## src/rtl/eq_pkg.sv

```systemverilog
// Shared equalizer constants and the scheduler state type, used by the queues, FIR and scheduler.
package eq_pkg;

    localparam int EQ_TAPS   = 1021;
    localparam int EQ_ADDR_W = 10;

    typedef enum logic [2:0] {
        IDLE,
        WRITE,
        WAIT_SEQ,
        RUN,
        DRAIN,
        DONE
    } sched_state_t;

endpackage

```

## src/rtl/eq_tap_counter.sv

```systemverilog
// Coefficient address counter plus the accumulator clear/enable alignment for one convolution window.
module eq_tap_counter
    import eq_pkg::*;
#(
    parameter int TAPS   = EQ_TAPS,
    parameter int ADDR_W = EQ_ADDR_W
) (
    input  logic              clk,
    input  logic              rst_n,
    input  logic              clr,
    input  logic              start,
    input  logic              adv,
    output logic [ADDR_W-1:0] coeff_addr,
    output logic              acc_clr,
    output logic              acc_en,
    output logic              ovf
);

    localparam logic [ADDR_W-1:0] LAST = ADDR_W'(TAPS - 1);

    logic [ADDR_W-1:0] addr_p0;
    logic              at_end_p0;
    logic              en_p1;

    // p0: address presented to ROM/queue; p1: data returns, accumulate
    always_ff @(posedge clk or negedge rst_n) begin
        if (!rst_n) begin
            addr_p0   <= '0;
            at_end_p0 <= 1'b0;
            en_p1     <= 1'b0;
        end else begin
            en_p1 <= adv;
            if (clr) begin
                addr_p0   <= '0;
                at_end_p0 <= 1'b0;
            end else if (adv) begin
                if (addr_p0 == LAST) at_end_p0 <= 1'b1;
                else                 addr_p0   <= addr_p0 + 1'b1;
            end
        end
    end

    // Once the last coefficient has been used the address parks; any further read is an overrun.
    assign ovf        = adv & at_end_p0;
    assign coeff_addr = addr_p0;
    assign acc_clr    = start;
    assign acc_en     = en_p1;

endmodule

```

## src/rtl/eq_band_sched.sv

```systemverilog
// Per-sample scheduler for the high/low band queues and shared FIR tap sequencing.
// Define EQ_SCHED_PEND_EN to buffer one sample arriving while a frame is still busy.
module eq_band_sched
    import eq_pkg::*;
#(
    parameter int TAPS   = EQ_TAPS,
    parameter int ADDR_W = EQ_ADDR_W,
    parameter int DECIM  = 2,
    parameter int SEQ_TO = 3
) (
    input  logic              clk,
    input  logic              rst_n,
    input  logic              vld,
    input  logic              low_seq,
    input  logic              high_seq,
    output logic              wrt_low,
    output logic              wrt_high,
    output logic [ADDR_W-1:0] coeff_addr,
    output logic              acc_clr,
    output logic              acc_en,
    output logic              low_done,
    output logic              high_done,
    output logic              busy,
    output logic              err
);

    localparam int DW = (DECIM > 1) ? $clog2(DECIM) : 1;
    localparam int TW = $clog2(SEQ_TO + 1);
    localparam logic [DW-1:0] DLAST = DW'(DECIM - 1);
    localparam logic [TW-1:0] TLAST = TW'(SEQ_TO - 1);

    sched_state_t  state, nxt;
    logic [DW-1:0] dcnt;
    logic [TW-1:0] tcnt;
    logic          low_wr, low_seen;
    logic          clr, start, adv, chk;
    logic          go_write, drop, mism, ovf;

`ifdef EQ_SCHED_PEND_EN
    logic pend;
    logic exit_frame;

    assign exit_frame = (state == DONE) || (state == WAIT_SEQ && !high_seq && tcnt == TLAST);
    assign go_write   = pend | vld;
    assign drop       = busy & vld & pend;

    always_ff @(posedge clk or negedge rst_n) begin
        if (!rst_n)                     pend <= 1'b0;
        else if (exit_frame)            pend <= 1'b0;
        else if (busy && vld && !pend)  pend <= 1'b1;
    end
`else
    assign go_write = 1'b0;
    assign drop     = busy & vld;
`endif

    assign mism = chk & low_wr & (low_seq ^ high_seq);

    always_comb begin
        nxt       = state;
        wrt_high  = 1'b0;
        wrt_low   = 1'b0;
        clr       = 1'b0;
        start     = 1'b0;
        adv       = 1'b0;
        chk       = 1'b0;
        low_done  = 1'b0;
        high_done = 1'b0;
        busy      = (state != IDLE);
        case (state)
            IDLE: if (vld) nxt = WRITE;
            WRITE: begin
                wrt_high = 1'b1;
                wrt_low  = (dcnt == DLAST);
                clr      = 1'b1;
                nxt      = WAIT_SEQ;
            end
            WAIT_SEQ: begin
                if (high_seq) begin
                    start = 1'b1;
                    adv   = 1'b1;
                    chk   = 1'b1;
                    nxt   = RUN;
                end else if (tcnt == TLAST) begin
                    nxt = go_write ? WRITE : IDLE;
                end
            end
            // The cycle that sees high_seq low is the drain cycle: its delayed acc_en is the last one.
            RUN: begin
                chk = 1'b1;
                if (high_seq) adv = 1'b1;
                else          nxt = DONE;
            end
            DRAIN: nxt = DONE;
            DONE: begin
                high_done = 1'b1;
                low_done  = low_wr & low_seen;
                nxt       = go_write ? WRITE : IDLE;
            end
            default: nxt = IDLE;
        endcase
    end

    always_ff @(posedge clk or negedge rst_n) begin
        if (!rst_n) begin
            state    <= IDLE;
            dcnt     <= '0;
            tcnt     <= '0;
            low_wr   <= 1'b0;
            low_seen <= 1'b0;
            err      <= 1'b0;
        end else begin
            state <= nxt;
            err   <= err | drop | mism | ovf;
            if (state == WRITE) begin
                dcnt     <= (dcnt == DLAST) ? '0 : dcnt + 1'b1;
                low_wr   <= wrt_low;
                low_seen <= 1'b0;
                tcnt     <= '0;
            end else begin
                if (state == WAIT_SEQ) tcnt <= tcnt + 1'b1;
                if (chk && low_seq)    low_seen <= 1'b1;
            end
        end
    end

    eq_tap_counter #(
        .TAPS   (TAPS),
        .ADDR_W (ADDR_W)
    ) u_tap (
        .clk        (clk),
        .rst_n      (rst_n),
        .clr        (clr),
        .start      (start),
        .adv        (adv),
        .coeff_addr (coeff_addr),
        .acc_clr    (acc_clr),
        .acc_en     (acc_en),
        .ovf        (ovf)
    );

endmodule

```

## config.mk

```make
export PLATFORM = sky130hd
export DESIGN_NAME = eq_band_sched
export DESIGN_NICKNAME = d
export VERILOG_FILES = /design/src/rtl/eq_pkg.sv /design/src/rtl/eq_tap_counter.sv /design/src/rtl/eq_band_sched.sv
export SDC_FILE = /design/constraint.sdc
export NUM_CORES = 1
export LEC_CHECK = 0
export CAP_MARGIN = 20
export CORE_ASPECT_RATIO = 0.75
export CORE_UTILIZATION = 40
export DETAILED_ROUTE_END_ITERATION = 6
export GPL_ROUTABILITY_DRIVEN = 0
export SLEW_MARGIN = 20
export SYNTH_ARGS = -nofsm -noshare
export SYNTH_HDL_FRONTEND = slang
export SYNTH_SLANG_ARGS = --single-unit
```

## constraint.sdc

```tcl
create_clock -name clk -period 2.1 [get_ports clk]
set_clock_uncertainty 0.1 [all_clocks]
set_input_delay 0.315 -clock clk [delete_from_list [all_inputs] [get_ports clk]]
set_output_delay 0.315 -clock clk [all_outputs]
set_load 0.005 [all_outputs]
```

==> results.yml <==
routing:
  drt_wl_total_um: 2550
  drt_iter0_markers: 36
  routed_via_density: 5.25
  ant_nets: 0
  via_count: 981
  drt-pass1-iter-count: 4
  drc: 0
  wire_per_inst_um: 13.6
min_path:
  min_path_type: "in2async"
timing:
  max-slew-margin-rel_pct: 75.2
  period_share_pct: 93.8
  setup_viol: 0
  tightest_slew_ns: 0.368
  rsz0062_at_grt: "false"
  final_hold_viol_count: 0
  fin_crit_ns: 1.97
  maxSlewViolCount: 0
  fmax_ghz: 0.508
  finalSetupTns_ns: 0
final_layout:
  antenna_cells: 0
  syn_to_final_growth_pct: 32.2
  drive_above_1_share_pct: 16.6
  nets: 160
  stdcell_area_um2: 1510
  fin_util_pct: 56.9
  largest_reg_flops: 10
  fillers: 245
logic_synthesis:
  ys_types: 38
  synth.ff_latch_count: 21
  syn-cell-area_um2: 1140
  synth.net_count: 126
  synthArstFlopShare_pct: 100
  yosysWarnings: 0
  ys.flop_type: "dfrtp_1"
  avgSynthCellArea_um2: 9.70
  syn_inst: 118
  synth-edff-count: 0
  synth_sequential_area_ratio_pct: 45.9
floorplanning:
  dieArea_um2: 3080
  num_io_pins: 23
  num_rows: 16
  core_area_um2: 2660
  die_h_um: 48.3
  die_w_um: 63.8
  start_util_pct: 43.0
place:
  placement.io_buffers: 22
  place_area_um2: 1460
  hpwl_um: 1880
pwr:
  peakVddDrop_v: 0.000508
  leakagePower_nw: 0.691
  power_mw: 1.64
  power_density_nw_per_um2: 1080
clocking:
  insertion_delay_ns: 0.26
  path_clk_slew_ns: 0.07
  numCtsBuffers: 3
  clk_path_buf_depth: 2
  cts_root_buffer: "clkbuf_8"
  ctsHoldBuffers: 0
  htreeDepth: 1
  cts_sinks: 21
  tritoncts: "yes"
setup_path:
  path_max_fanout: 3
  crit_arrival_ns: 1.56
  cp-start-kind: "register"
  worstPathRequired_ns: 1.68
  critPathKind: "reg2out"
  worst_setup_path_end_kind: "output pin"
global_routing:
  antenna_found_initial: 0
  grt_pass1_wl_um: 4350
  grt_pass1_vias: 910
  grt_max_degree: 22
  grt_util_all_layers_pct: 18.6
  overflow: 0
run_status:
  status: "finished, final reports clean"
flow_run:
  cap_violations: 0
path summary, 6_finish.rpt:
| check | start | to | slack (ns) | cells after the start |
|---|---|---|---|---|
| worst max-delay path | state[1]$_DFFE_PN0P_ | low_done | 0.13 | 4 |
| worst min-delay path | rst_n | tcnt[1]$_DFFE_PN0P_ | 0.30 | 2 |
| worst max register to register | u_tap.coeff_addr[0]$_DFFE_PN0P_ | u_tap.coeff_addr[6]$_DFFE_PN0P_ | 0.37 | 6 |
| worst min register to register | dcnt$_DFFE_PN0P_ | dcnt$_DFFE_PN0P_ | 0.39 | 1 |
| max in group asynchronous | rst_n | u_tap.coeff_addr[9]$_DFFE_PN0P_ | 1.37 | 2 |
| min in group clk | dcnt$_DFFE_PN0P_ | dcnt$_DFFE_PN0P_ | 0.39 | 1 |
where the power goes:
| group | internal (mW) | switching (mW) | leakage, nW |
|---|---|---|---|
| logic | 0.382 | 0.426 | 0.394 |
| clock network | 0.135 | 0.124 | 0.0228 |
| registers | 0.504 | 0.0658 | 0.274 |
| total | 1.02 | 0.615 | 0.691 |
cells in the final DEF, fill, tap and decap left out, drive strengths merged, types with 2 or more instances in the layout:
| cell | instances |
|---|---|
| inv | 7 |
| a21oi | 7 |
| nand2b | 2 |
| nor2b | 3 |
| a211oi | 2 |
| mux2i | 4 |
| and3 | 4 |
| dfrtp | 21 |
| nor2 | 13 |
| nand3 | 9 |
| nor3 | 4 |
| clkdlybuf4s50 | 21 |
| nand4 | 2 |
| xnor2 | 2 |
| clkbuf | 4 |
| ha | 3 |
| o31ai | 2 |
| nand2 | 12 |
| and4 | 2 |
| buf | 10 |
| o21ai | 5 |
stage by stage:
step	setup WS [ns]	instances	hold slack (ns)
2_1_floorplan	0.368	118	-0.0806
5_1_grt	0.0486	187	0.316
4_1_cts	0.112	187	0.308
6_report	0.130	187	0.302
3_3_place_gp	0.190	183	0.353
3_5_place_dp	0.174	183	0.378
Yosys cell counts, drive strengths merged, types with 2 or more instances:
| master | instances | share of area [%] |
|---|---|---|
| dfrtp | 21 | 46 |
| nor2 | 13 | 4.3 |
| nand2 | 12 | 3.9 |
| nand3 | 9 | 4.8 |
| a21oi | 7 | 3.1 |
| inv | 7 | 2.5 |
| o21ai | 5 | 2.2 |
| and3 | 4 | 2.3 |
| mux2i | 4 | 3.5 |
| nor3 | 4 | 2.6 |
| ha | 3 | 3.3 |
| nor2b | 3 | 1.6 |
| a211oi | 2 | 1.3 |
| and4 | 2 | 1.7 |
| buf | 2 | 1.6 |
| nand2b | 2 | 1.1 |
| nand4 | 2 | 1.1 |
| o31ai | 2 | 1.3 |
| xnor2 | 2 | 1.5 |
logic make-up after synthesis:
family / count (synthesis) / synth area share (%)
multiplexers: 4 / 3.50
buffers and inverters: 10 / 4.48
AO/OA/AOI/OAI: 23 / 14.0
XOR/XNOR: 2 / 1.53
adder cells (fa/ha/maj): 3 / 3.28
flip-flops: 21 / 45.9
AND/OR/NAND/NOR: 55 / 27.3
critical path, stage by stage (launching register included):
cell             delay, ns
dfrtp_1               0.39
nand2b_4              0.15
nor2_1                0.11
and3_1                0.16
clkdlybuf4s50_1       0.49
routing by layer:
metal | vias to the layer above | share of wire, % | GRT usage (%)
met2 | 23 | 41 | 24.5
met5 | - | 0 | 0
met3 | 2 | 5.2 | 4.95
met4 | 0 | 0.43 | 4.92
li1 | 491 | - | -
met1 | 465 | 54 | 29.2
what timing repair did:
action | in CTS | in global routing
buffers inserted | 0 | 0
endpoints found under the setup margin | 1 | 0
resized for setup | 2 | 0
layout make-up:
class	instances	area [um2]	area share, %
repair buffers	32	294	19.4
flip-flops and latches	21	526	34.7
multi-input cells	87	576	38.0
inverters	7	28.8	1.90
well taps	36	45.0	2.98
clock buffers	4	45.0	2.98
(Power assumes the default switching activity.)
